[config.mk]
export PLATFORM = sky130hd
export DESIGN_NAME = button_conditioner
export DESIGN_NICKNAME = d
export VERILOG_FILES = /design/src/rtl/button_conditioner.sv
export SDC_FILE = /design/constraint.sdc
export NUM_CORES = 1
export LEC_CHECK = 0
export CORE_ASPECT_RATIO = 0.9
export CORE_UTILIZATION = 50
export CTS_CLUSTER_DIAMETER = 150
export DETAILED_ROUTE_END_ITERATION = 8
export PLACE_DENSITY = 0.71
export SLEW_MARGIN = 10
export SYNTH_ARGS = -nofsm -noshare
export SYNTH_HDL_FRONTEND = slang
export SYNTH_SLANG_ARGS = --single-unit
[constraint.sdc]
create_clock -name clk -period 1.5 [get_ports clk]
set_input_delay 0.225 -clock clk [delete_from_list [all_inputs] [get_ports clk]]
set_output_delay 0.225 -clock clk [all_outputs]
set_load 0.005 [all_outputs]
[src/rtl/button_conditioner.sv]
// Four-channel push-button front end: two-flop synchroniser, per-channel debounce,
// and single-cycle press pulses with simultaneous-press rejection.
module button_conditioner #(
    parameter int DEBOUNCE_CYCLES = 20,
    parameter int CNT_W           = 5
) (
    input  logic       clk,
    input  logic       reset,
    input  logic       btnTopRaw,
    input  logic       btnDownRaw,
    input  logic       btnLeftRaw,
    input  logic       btnRightRaw,
    output logic       buttonTop,
    output logic       buttonDown,
    output logic       buttonLeft,
    output logic       buttonRight,
    output logic [3:0] buttonLevel,
    output logic       multiPress
);

    localparam logic [CNT_W-1:0] CNT_LAST = CNT_W'(DEBOUNCE_CYCLES - 1);

    logic [3:0]       raw;
    logic [3:0]       s1;
    logic [3:0]       s2;
    logic [3:0]       db;
    logic [3:0]       db_d;
    logic [3:0]       rise;
    logic [3:0]       pulse;
    logic [CNT_W-1:0] cnt [4];
    logic             single;
    logic             multi;

    assign raw = {btnTopRaw, btnDownRaw, btnLeftRaw, btnRightRaw};

    always_ff @(posedge clk or posedge reset) begin
        if (reset) begin
            s1 <= '0;
            s2 <= '0;
        end else begin
            s1 <= raw;
            s2 <= s1;
        end
    end

    // Any cycle where s2 matches db restarts qualification, so short bounces never get through.
    always_ff @(posedge clk or posedge reset) begin
        if (reset) begin
            db <= '0;
            for (int i = 0; i < 4; i++) begin
                cnt[i] <= '0;
            end
        end else begin
            for (int i = 0; i < 4; i++) begin
                if (s2[i] == db[i]) begin
                    cnt[i] <= '0;
                end else if (cnt[i] == CNT_LAST) begin
                    db[i]  <= s2[i];
                    cnt[i] <= '0;
                end else begin
                    cnt[i] <= cnt[i] + 1'b1;
                end
            end
        end
    end

    always_comb begin
        rise   = db & ~db_d;
        single = 1'b0;
        multi  = 1'b0;
        if (rise != 4'd0) begin
            single = ((rise & (rise - 4'd1)) == 4'd0);
            multi  = ~single;
        end
    end

    always_ff @(posedge clk or posedge reset) begin
        if (reset) begin
            db_d       <= '0;
            pulse      <= '0;
            multiPress <= 1'b0;
        end else begin
            db_d       <= db;
            pulse      <= single ? rise : 4'd0;
            multiPress <= multi;
        end
    end

    assign buttonTop   = pulse[3];
    assign buttonDown  = pulse[2];
    assign buttonLeft  = pulse[1];
    assign buttonRight = pulse[0];
    assign buttonLevel = db;

endmodule

==> impl_metrics.tcl <==
set metrics [dict create \
    relSlewSlack_pct 73.9 \
    cts-root-buf "clkbuf_4" \
    ys_ff_latch 41 \
    grt_pass1_vias 940 \
    synth.area.top_cells "dfrtp_1 (65%), xor2_1 (5.6%), nor2_1 (4.8%)" \
    setup_viol 0 \
    status "complete, no violations" \
    syn_area_per_cell_sq_um 12.8 \
    min_path_type "primary input to asynchronous set/reset pin" \
    hold_viol 0 \
    grt_pass1_wl_mm 3.89 \
    crit_fanout 2 \
    irDropWorstVdd_uv 663 \
    drc 0 \
    gp_congestion 0.725 \
    yosys_warnings 0 \
    final.period_utilization_pct 95.9 \
    dr.pass1.iters 4 \
    ios 15 \
    dpl.hpwl_mm 1.56 \
    initial_core_util_pct 54.9 \
    grt-ovfl-total 0 \
    nFillCells 243 \
    antenna_found_initial 0 \
    die-area_sq_um 3370 \
    critical_path_class "flip-flop to primary output" \
    arrival_ns 1.21 \
    cts_max_path_buffers 2 \
    place_inst 178 \
    synthAdderAreaFrac_pct 3.18 \
    ys_seq_area_share_pct 65.3 \
    syn_area_sq_um 1570 \
    grt_usage_pct 16.6 \
    required_ns 1.27 \
    htree_levels 2 \
    worstMarginPinSlew_ns 0.389 \
    routedWlPerCell_um 11.8 \
    fin_nets 158 \
    fp.dieH_um 55.2 \
    numCtsBuffers 5 \
    area_growth_pct 19.3 \
    crit_path_start_kind "flip-flop" \
    vias 921 \
    postCtsHoldBufs 0 \
    antenna_cells 0 \
    synth_cell_type_count 16 \
    core_sq_um 2860 \
    setup_tns_ns 0 \
    stdcell_count 189 \
    leakagePower_nw 0.932 \
    drtAntennaViolNets 0 \
    crit_slowest_cell "clkdlybuf4s50_1" \
    clkSinkCount 41 \
    fp.dieW_um 61.1 \
    drtIter0Drc 23 \
    p_per_area_nw_per_um2 999 \
    drt-total-wl_mm 2.23 \
    synth-simple-area-share_pct 15.2 \
    syn_nets 133 \
    synthMuxAreaShare_pct 2.87 \
    clock_skew_ns 0.00517 \
    cts_tree "done" \
    port_buffers 14 \
    grt_max_degree 42 \
    max-cap-violations 0 \
    cp_top_family "buffers and inverters" \
    viasPerCell 4.87 \
    r2r_setup_slack_ns 0.13 \
    synth_top_family_by_area "simple AND/OR/NAND/NOR gates" \
    crit_buf_inv 1 \
    synth_cells 123 \
    setup.worst_path.end_class "primary output" \
    path_cells "clkdlybuf4s50_1" \
    rsz0062_at_grt "no" \
    insertion_delay_ns 0.33 \
    max_freq_ghz 0.695 \
    drive_above_1_share_pct 14.1 \
    synth.largest_area_cell "dfrtp_1" \
    period_needed_ns 1.44 \
    critPathMaxStageDelay_ns 0.50 \
    synth_compound_area_share_pct 3.82 \
    finalMaxSlewViolations 0 \
    cts.clk_slew.worst_paths_ns 0.11 \
    synth_top_cell_area_share_pct 65.3 \
    num_rows 18 \
    synth-xor-area-share_pct 8.92 \
]
==> registers in the layout (all words and copies together) (netlist names) <==
signal and cells:
cnt 20, buttonLevel 4, db_d 4, pulse 4, s1 4, s2 4
multiPress 1
==> cells by family (layout without fill, tap and decap cells) <==
kind of cell	after synthesis	count (layout)
fa+ha+maj	4	4
xor+xnor	16	16
compound gates	5	5
mux	4	4
flops	41	41
buf+inv	3	29
simple gates	50	50
==> layout by cell type, fill, tap and decap left out, drive strengths merged <==
master         netlist  routed
dfrtp               41      41
nor2                20      20
clkdlybuf4s50        0      13
xor2                10      10
nand3               10      10
clkbuf               0       7
xnor2                6       6
nand2                6       6
nor3                 5       5
and2                 4       4
o31ai                4       4
nand2b               4       4
mux2                 4       4
ha                   4       4
buf                  0       4
inv                  3       3
nor2b                1       1
o211a                1       1
clkinv               0       1
dlygate4sd2          0       1
==> cell type report <==
type                    count  area (sq um)  area share, %
clock buffers               7          65.1           3.47
clock inverters             1          5.00          0.267
inverters                   3          11.3          0.601
multi-input cells          79           534           28.5
flip-flops and latches     41          1030           54.8
well taps                  40          50.0           2.67
repair buffers             18           181           9.68
==> synthesized netlist by cell type (all sizes together) <==
cell and count:
nor2 20, nor3 5, o31ai 4, dfrtp 41, nand2b 4, nand3 10, inv 3, xor2 10
nand2 6, xnor2 6, ha 4, o211a 1, nor2b 1, and2 4, mux2 4
==> metrics by stage <==
stage / cell area, sq um / total power (W) / util (%) / setup slack, ns / hold slack [ns]
2_1_floorplan: 1570 / 0.00125 / - / 0.290 / 0.256
3_3_place_gp: 1780 / 0.00129 / 62.3 / 0.232 / 0.334
3_5_place_dp: 1780 / 0.00130 / 62.3 / 0.164 / 0.335
4_1_cts: 1870 / 0.00190 / 65.5 / 0.0405 / 0.239
5_1_grt: 1870 / 0.00196 / 65.5 / 0.00701 / 0.252
6_report: 1870 / 0.00187 / 65.5 / 0.0609 / 0.235
==> repair_timing <==
item,4_1_cts,5_1_grt
endpoints found under the setup margin,4,0
resized for setup,2,0
buffers inserted,3,0
==> final timing paths <==
kind | endpoint | start | cells past startpoint
max in group asynchronous | buttonLevel[3] | reset | 3
max | buttonLevel[1] | buttonLevel[1] | 1
min | cnt[12] | reset | 3
max reg2reg | buttonLevel[2] | cnt[5] | 4
min reg2reg | s2[0] | s1[0] | 0
min in group clk | s1[0] | btnRightRaw | 1
==> metal layers <==
metal	vias up	share of wire [%]	GRT usage [%]
met3	7	3.2	4.88
met4	0	2.2	9.09
met5	-	0	0
met2	15	47	27.2
li1	457	-	-
met1	442	48	20.0
==> where the power goes <==
part | switching (W) | internal, W | total (W) | leakage [nW]
Clock | 0.000329 | 0.000272 | 0.000601 | 0.0413
Sequential | 0.0000290 | 0.00114 | 0.00117 | 0.542
Combinational | 0.0000534 | 0.0000473 | 0.000101 | 0.348
Total | 0.000411 | 0.00146 | 0.00187 | 0.932
No activity file was read; power rests on OpenSTA's default activity.
